`config.mk`:
```
export PLATFORM = sky130hd
export DESIGN_NAME = resp_misr
export DESIGN_NICKNAME = d
export VERILOG_FILES = /design/src/rtl/resp_misr_checker_pkg.sv /design/src/rtl/resp_misr_checker_misr.sv
export SDC_FILE = /design/constraint.sdc
export NUM_CORES = 1
export LEC_CHECK = 0
export BUFFER_PORTS_ARGS = -buffer_cell sky130_fd_sc_hd__buf_4
export CORE_UTILIZATION = 46
export CTS_CLUSTER_SIZE = 8
export DETAILED_ROUTE_END_ITERATION = 8
export PLACE_DENSITY = 0.69
export SETUP_SLACK_MARGIN = 0.3
export SLEW_MARGIN = 10
export SYNTH_ARGS = -nofsm -noshare
export SYNTH_HDL_FRONTEND = slang
export SYNTH_SLANG_ARGS = --single-unit
export TNS_END_PERCENT = 10
```
`constraint.sdc`:
```
create_clock -name clk -period 1.6 [get_ports clk]
set_clock_uncertainty 0.1 [all_clocks]
set_input_delay 0.16 -clock clk [delete_from_list [all_inputs] [get_ports clk]]
set_output_delay 0.16 -clock clk [all_outputs]
set_load 0.03 [all_outputs]
```
`src/rtl/resp_misr_checker_pkg.sv`:
```
// Shared types and the MISR step function for the response signature checker.
// Functions take generous-width vectors; callers pass their real width and polynomial.
package resp_chk_pkg;

  localparam int unsigned MAX_W = 64;

  typedef enum logic [1:0] {
    IDLE    = 2'd0,
    CAPTURE = 2'd1,
    CHECK   = 2'd2,
    DONE    = 2'd3
  } state_e;

  // One MISR step: shift left, fold POLY in when the outgoing bit is set, xor the response in.
  function automatic logic [MAX_W-1:0] misr_next(
    input logic [MAX_W-1:0] s,
    input logic [MAX_W-1:0] d,
    input logic [MAX_W-1:0] poly,
    input int unsigned      sig_w
  );
    logic [MAX_W-1:0] mask;
    logic [MAX_W-1:0] top_bit;
    logic [MAX_W-1:0] nxt;
    mask    = {MAX_W{1'b1}} >> (MAX_W - sig_w);
    top_bit = {{(MAX_W-1){1'b0}}, 1'b1} << (sig_w - 1);
    nxt     = (s << 1) & mask;
    if ((s & top_bit) != {MAX_W{1'b0}}) begin
      nxt = nxt ^ poly;
    end else begin
      nxt = nxt;
    end
    return (nxt ^ d) & mask;
  endfunction

endpackage

```
`src/rtl/resp_misr_checker_misr.sv`:
```
// Signature register: load forces SEED, step absorbs one response; load has priority.
module resp_misr
  import resp_chk_pkg::*;
#(
  parameter int unsigned       DATA_W = 2,
  parameter int unsigned       SIG_W  = 16,
  parameter logic [SIG_W-1:0]  POLY   = 16'h1021,
  parameter logic [SIG_W-1:0]  SEED   = 16'hFFFF
) (
  input  logic              clk,
  input  logic              rst,
  input  logic              load,
  input  logic              step,
  input  logic [DATA_W-1:0] data,
  output logic [SIG_W-1:0]  sig
);

  logic [SIG_W-1:0] sig_d;
  logic [SIG_W-1:0] sig_q;

  always_comb begin
    sig_d = sig_q;
    if (load) begin
      sig_d = SEED;
    end else if (step) begin
      sig_d = SIG_W'(misr_next(MAX_W'(sig_q), MAX_W'(data), MAX_W'(POLY), SIG_W));
    end else begin
      sig_d = sig_q;
    end
  end

  always_ff @(posedge clk or posedge rst) begin
    if (rst) begin
      sig_q <= SEED;
    end else begin
      sig_q <= sig_d;
    end
  end

  assign sig = sig_q;

endmodule

```
# After elaboration in Yosys (flattened, before gate mapping)
# Cells that the tools add are included.
totals:
  output_inout_bits: 16
  inputBits: 6
  reg_bits: 16
  elab_cells: 9
op_classes:
  bitwise: 2
  reduce_logical: 1
  mux: 5
op_table:
  columns: ["operator", "count"]
  rows:
  - ["16-bit 2-to-1 mux", 4]
  - ["16-bit by 2-bit XOR with 16-bit output", 1]
  - ["13-bit 2-to-1 mux", 1]
  - ["3-bit NOT", 1]
  - ["2-bit nonzero test", 1]

# Depth between registers and ports, before layout
# Gate-level depths: netlist (run 1).
depth:
  depth_word: 7
  depth_mapped: 4

# Least setup slack after synthesis (run 1)
# No wires, ideal clock.
synth_path:
  kind: "reg-to-reg"
  start: "register sig[15] (netlist name)"
  end: "register sig_q[15] (netlist: sig[15])"
  synth_period_minus_slack_ns: 1.057
  setup_ns: 0.060
  t_required_ns: 1.440
  path_stages_with_launch: 3
  n_path_buf: 0
  slack_ns: 0.543
  arrival_ns: 0.897
  path_cell_list: "dfstp_2 nor2b_1 a211o_1"
synth_rtl:
  columns: ["element", "line", "rtl"]
  rows:
  - ["end signal: assignment", "resp_misr_checker_misr.sv:36", "sig_q <= sig_d;"]
  - ["end: declaration", "resp_misr_checker_misr.sv:19", "logic [SIG_W-1:0] sig_q;"]

# Worst setup path after layout (run 1)
layout_path:
  start: "register sig_q[4] (netlist: sig[4])"
  end: "output sig[4]"
layout_rtl:
  columns: ["element", "line", "rtl"]
  rows:
  - ["end: declaration", "resp_misr_checker_misr.sv:15", "output logic [SIG_W-1:0] sig"]
# No word-level cell between the ends.

==> results.json, run 1 <==
{
  "grt-busiest-layer": "met1",
  "crit_cells": 1,
  "grt_pass1_wl_um": 2235,
  "io_buffers": 21,
  "hold_viol": 0,
  "synthFlopType": "dfstp_2",
  "critPathBufInv": 1,
  "grtUsageMet2_pct": 23.44,
  "grt_max_degree": 30,
  "dr.pass1.iters": 4,
  "largest_reg_flops": 16,
  "r2r_start": "sig[15]$_DFFE_PP1P_",
  "post_cts_resized": 0,
  "synthCells": 59,
  "worstSkewPairLatency_ns": 0.28,
  "cp.arrival_ns": 1.00,
  "start_kind": "flop",
  "dieWidth_um": 41.79,
  "max_cap_viol_count": 0,
  "r2r_end": "sig[15]$_DFFE_PP1P_",
  "ys_warn_count": 0,
  "cts_hold_buf": 0,
  "routed_via_density": 5.340,
  "drt_iter0_drc": 7,
  "final_max_slew_viol_count": 0,
  "fin_tns_setup_ns": 0,
  "synth_edf_count": 0,
  "syn-num-nets": 65,
  "critPathSlowestCell": "dfstp_2",
  "antenna_left": 0,
  "cpPeakStageDelay_ns": 0.56,
  "dp_hpwl_um": 816.4,
  "drt-wirelength-per-cell_um": 13.97,
  "synth_top_area_share_pct": 57.73,
  "clk_pin_slew_ns": 0.09,
  "cts.path.max_buffers": 2,
  "tightest_slew_ns": 0.5993,
  "met3_usage_pct": 2.609,
  "crit_chain": "buf_4",
  "syn_avg_cell_area_um2": 12.34,
  "dieHeight_um": 41.79,
  "min_path_type": "primary input to flop",
  "fin_crit_sh_pct": 78.77,
  "drc": 0,
  "cp_top_family": "flip-flops",
  "path_class": "flop to output pin",
  "num_rows": 13,
  "cts.htree.levels": 1,
  "crit_path_end": "sig[4]",
  "drive_above_1_share_pct": 53.16,
  "drt_wl_total_um": 1313,
  "ys_seq_elements": 16,
  "ys_types": 11,
  "final-setup-viol-count": 0,
  "synth.largest_area_cell": "dfstp_2",
  "rsz0062_at_grt": "false",
  "die_area_um2": 1746,
  "regToRegSetupSlack_ns": 0.51,
  "met1_usage_pct": 25.00,
  "ir_worst_vdd_v": 0.0006135,
  "p_total_mw": 0.8723,
  "cts-buffers-inserted": 3,
  "yosysMostFrequentCell": "dfstp_2",
  "grt_pass1_vias": 486,
  "critPathLaunch": "sig[4]$_DFFE_PP1P_",
  "gp_congestion": 0.7843,
  "status": "finished, final reports clean",
  "start_util_pct": 52.67,
  "crit_path_end_kind": "output pin",
  "reg2reg_depth": 3,
  "antenna_found_initial": 0,
  "ctsRootBufferMaster": "clkbuf_4",
  "via_count": 502,
  "yosys-top-cells-area": "dfstp_2 (58%), a211o_1 (14%), nor2b_1 (10%), xnor2_1 (4.8%), buf_6 (3.1%)",
  "cp_max_fo": 3,
  "ys_top_cells_by_count": "dfstp_2 (16), a211o_1 (12), nor2b_1 (12)",
  "overflow": 0,
  "setup_ws_ns": 0.3397,
  "power_per_cell_area_nw_per_um2": 975.1,
  "cp.required_ns": 1.34,
  "n_antenna_cell": 0,
  "total_leakage_power_nw": 0.3689,
  "syn_to_final_growth_pct": 22.85,
  "fmax_mhz": 793.5,
  "tritoncts": "built",
  "relSlewSlack_pct": 60.00,
  "hold_ws_ns": 0.02297,
  "finalNetCount": 87,
  "final_util_pct": 64.71,
  "cts.sinks": 16,
  "async_reset_ff_share_pct": 100.0,
  "netlist_area_um2": 728.2,
  "track_usage_pct": 16.93,
  "coreArea_um2": 1383,
  "ys_seq_area_share_pct": 57.73,
  "layout_min_cycle_time_ns": 1.260,
  "pre_cts_slack_ns": 0.6002,
  "ios": 22
}
## layer usage
| metal | routed length [um] | vias up |
|---|---|---|
| met5 | 0 | - |
| met4 | 12 | 0 |
| met3 | 55 | 2 |
| met2 | 588 | 11 |
| met1 | 656 | 243 |
| li1 | - | 246 |
## where the power goes
part           switching, mW  internal (mW)  total (mW)
Combinational          0.112         0.0796       0.192
Sequential            0.0215          0.454       0.475
Clock                  0.118         0.0873       0.205
Total                  0.252          0.621       0.872
## worst min-delay path, cell delays in order
cell and delay, ns:
buf_4 0.08, xnor2_1 0.10, a21oi_1 0.06
## per-stage QoR
step | std cells | cell area [um^2]
final | 94 | 894.6
after global routing | 94 | 894.6
after CTS | 94 | 894.6
after detailed placement | 90 | 864.6
after global placement | 90 | 864.6
after floorplan | 59 | 728.2
## kinds of logic after synthesis
| kind of cell | after synthesis | share of synthesized area, % |
|---|---|---|
| AOI/OAI and AO/OA | 16 | 17.18 |
| buffers and inverters | 6 | 6.013 |
| xor gates and xnor gates | 4 | 4.811 |
| DFF | 16 | 57.73 |
| and+or+nand+nor | 17 | 14.26 |
## worst min path at each step
stage / start / endpoint / slack, ns / cells after the start
2_1_floorplan: data[0] / sig[0]$_DFFE_PP1P_ / 0.21 / 2
3_3_place_gp: data[1] / sig[1]$_DFFE_PP1P_ / 0.33 / 3
3_5_place_dp: data[0] / sig[0]$_DFFE_PP1P_ / 0.32 / 3
4_1_cts: data[1] / sig[1]$_DFFE_PP1P_ / 0.01 / 3
5_1_grt: data[1] / sig[1]$_DFFE_PP1P_ / 0.04 / 3
6_report: data[1] / sig[1]$_DFFE_PP1P_ / 0.02 / 3
## timing repair
item                       in CTS  in global routing
hold endpoints to repair        0                  0
setup endpoints to repair       1                  0
buffers inserted                1                  0
## cell usage in the layout, fill, tap and decap left out, drive strengths merged
cell type  instances
nor2b             13
a211o             12
clkbuf             3
nor3               4
buf               22
dfstp             16
xnor2              4
a21oi              4
inv                1
## area by class of cell
class | instances | area, um^2
inverters | 1 | 3.754
multi-input cells | 37 | 264.0
repair buffers | 22 | 165.2
flip-flops and latches | 16 | 420.4
well taps | 15 | 18.77
clock buffers | 3 | 22.52
fillers | 116 | 488.0
No activity file was read; power rests on OpenSTA's default activity.
==> run 2: changes to the inputs <==
==> constraint.sdc (replaced) <==
create_clock -name clk -period 1.25 [get_ports clk]
set_clock_uncertainty 0.1 [all_clocks]
set_input_delay 0.125 -clock clk [delete_from_list [all_inputs] [get_ports clk]]
set_output_delay 0.125 -clock clk [all_outputs]
set_load 0.03 [all_outputs]
==> run 2 against run 1 <==
Against the previous run: final area increased by 18%; sequential power up 28%; register-to-register slack worse by 0.34 ns; total power grew 44%; worst setup slack got worse by 0.29 ns; via count increased by 9.4%; final cell count increased by 14%; sequential cell count unchanged; clock power rose by 63%; critical path type unchanged; critical endpoint is now sig[8]; largest power group unchanged.
==> results.json, run 2 (synthesis results as in run 1) <==
{
  "final-setup-viol-count": 0,
  "relSlewSlack_pct": 81.12,
  "cp_top_family": "flip-flops",
  "dieHeight_um": 41.79,
  "pre_cts_slack_ns": 0.2604,
  "dp_hpwl_um": 858.1,
  "internal_power_mw": 0.9113,
  "cts-buffers-inserted": 3,
  "cts.htree.levels": 1,
  "design_area_um2": 1060,
  "cts.path.max_buffers": 2,
  "hold_ws_ns": 0.002538,
  "critPathBufInv": 1,
  "drive_above_1_share_pct": 57.61,
  "worstSkewPairLatency_ns": 0.28,
  "layout_min_cycle_time_ns": 1.199,
  "cpPeakStageDelay_ns": 0.56,
  "io_buffers": 21,
  "final_max_slew_viol_count": 0,
  "die_area_um2": 1746,
  "fmax_mhz": 834.1,
  "cp.arrival_ns": 0.97,
  "grt_max_degree": 30,
  "dieWidth_um": 41.79,
  "final_cell_mix": "buf_4 (17), dfstp_2 (16), buf_6 (15), nor2b_1 (12), a211o_1 (12)",
  "gp_congestion": 0.7817,
  "start_util_pct": 52.67,
  "rsz0062_at_grt": "true",
  "clockPowerShare_pct": 26.5,
  "total_leakage_power_nw": 0.4526,
  "routed_via_density": 5.131,
  "clk_pin_slew_ns": 0.09,
  "drt_iter0_drc": 9,
  "ir_worst_vdd_v": 0.0007174,
  "crit_chain": "buf_6",
  "hold_viol": 0,
  "syn_to_final_growth_pct": 45.53,
  "max_cap_viol_count": 0,
  "num_rows": 13,
  "fin_tns_setup_ns": 0,
  "via_count": 549,
  "layout_commonest_cell": "buf_4",
  "track_usage_pct": 19.82,
  "largest_reg_flops": 16,
  "ctsRootBufferMaster": "clkbuf_4",
  "switchingPower_mw": 0.3469,
  "overflow": 0,
  "grt_pass1_wl_um": 2635,
  "pwr-share-comb_pct": 25.0,
  "crit_path_end_kind": "output pin",
  "dr.pass1.iters": 4,
  "path_class": "flop to output pin",
  "fin_crit_sh_pct": 95.91,
  "min_path_type": "primary input to flop",
  "cts.sinks": 16,
  "setup_ws_ns": 0.05112,
  "grt_pass1_vias": 537,
  "drc": 0,
  "cp.required_ns": 1.02,
  "cp_max_fo": 3,
  "start_kind": "flop",
  "ios": 22,
  "drt_wl_total_um": 1590,
  "tritoncts": "built",
  "drt-wirelength-per-cell_um": 14.86,
  "power_frac_seq_pct": 48.5,
  "coreArea_um2": 1383,
  "power_per_cell_area_nw_per_um2": 1187,
  "critPathSlowestCell": "dfstp_2",
  "antenna_found_initial": 0,
  "n_antenna_cell": 0,
  "place_area_um2": 872.1,
  "finalNetCount": 99,
  "antenna_left": 0,
  "status": "finished, final reports clean",
  "switching_share_pct": 27.57,
  "tightest_slew_ns": 0.2833
}
-- run 2: what timing repair did --
action | in CTS | in global routing
endpoints found under the hold margin | 17 | 0
setup endpoints to repair | 23 | 32
hold buffers | 2 | 0
pin swaps | 0 | 0
setup buffers | 9 | 1
gates resized for setup | 15 | 0
-- run 2: final timing paths --
check | end | cells past startpoint | slack, ns | from
worst max-delay path | sig[8] | 1 | 0.05 | sig[8]$_DFFE_PP1P_
worst min register to register | sig[14]$_DFFE_PP1P_ | 1 | 0.53 | sig[13]$_DFFE_PP1P_
min in group asynchronous | sig[13]$_DFFE_PP1P_ | 4 | 0.51 | rst
worst max register to register | sig[4]$_DFFE_PP1P_ | 3 | 0.17 | sig[4]$_DFFE_PP1P_
worst min-delay path | sig[1]$_DFFE_PP1P_ | 3 | 0.003 | data[1]
max in group asynchronous | sig[3]$_DFFE_PP1P_ | 4 | 0.51 | rst
-- run 2: final cells by class --
class | count | area, um^2
inverters | 1 | 3.754
repair buffers | 34 | 316.6
multi-input cells | 37 | 264.0
fillers | 101 | 322.8
well taps | 15 | 18.77
flip-flops and latches | 16 | 420.4
clock buffers | 4 | 36.28
-- run 2: power groups by stage --
| stage | Sequential [mW] | Clock, mW | Combinational (mW) |
|---|---|---|---|
| 2_1_floorplan | 0.690 | 0 | 0.0965 |
| 3_3_place_gp | 0.620 | 0 | 0.241 |
| 3_5_place_dp | 0.620 | 0 | 0.243 |
| 4_1_cts | 0.609 | 0.343 | 0.310 |
| 5_1_grt | 0.615 | 0.373 | 0.336 |
| 6_report | 0.610 | 0.334 | 0.314 |
-- run 2: layer usage --
layer | up-vias | global-route usage (%) | share of wire (%)
met4 | 0 | 6.452 | 1.7
li1 | 268 | - | -
met2 | 13 | 28.75 | 48
met5 | - | 0 | 0
met1 | 264 | 30.14 | 47
met3 | 4 | 3.043 | 3.0
-- run 2: metrics by stage --
stage / util, % / instances / power [mW]
after floorplan: - / 59 / 0.7863
after global placement: 63.08 / 91 / 0.8610
after detailed placement: 63.08 / 91 / 0.8631
after CTS: 76.11 / 106 / 1.262
after global routing: 76.65 / 107 / 1.324
final: 76.65 / 107 / 1.258
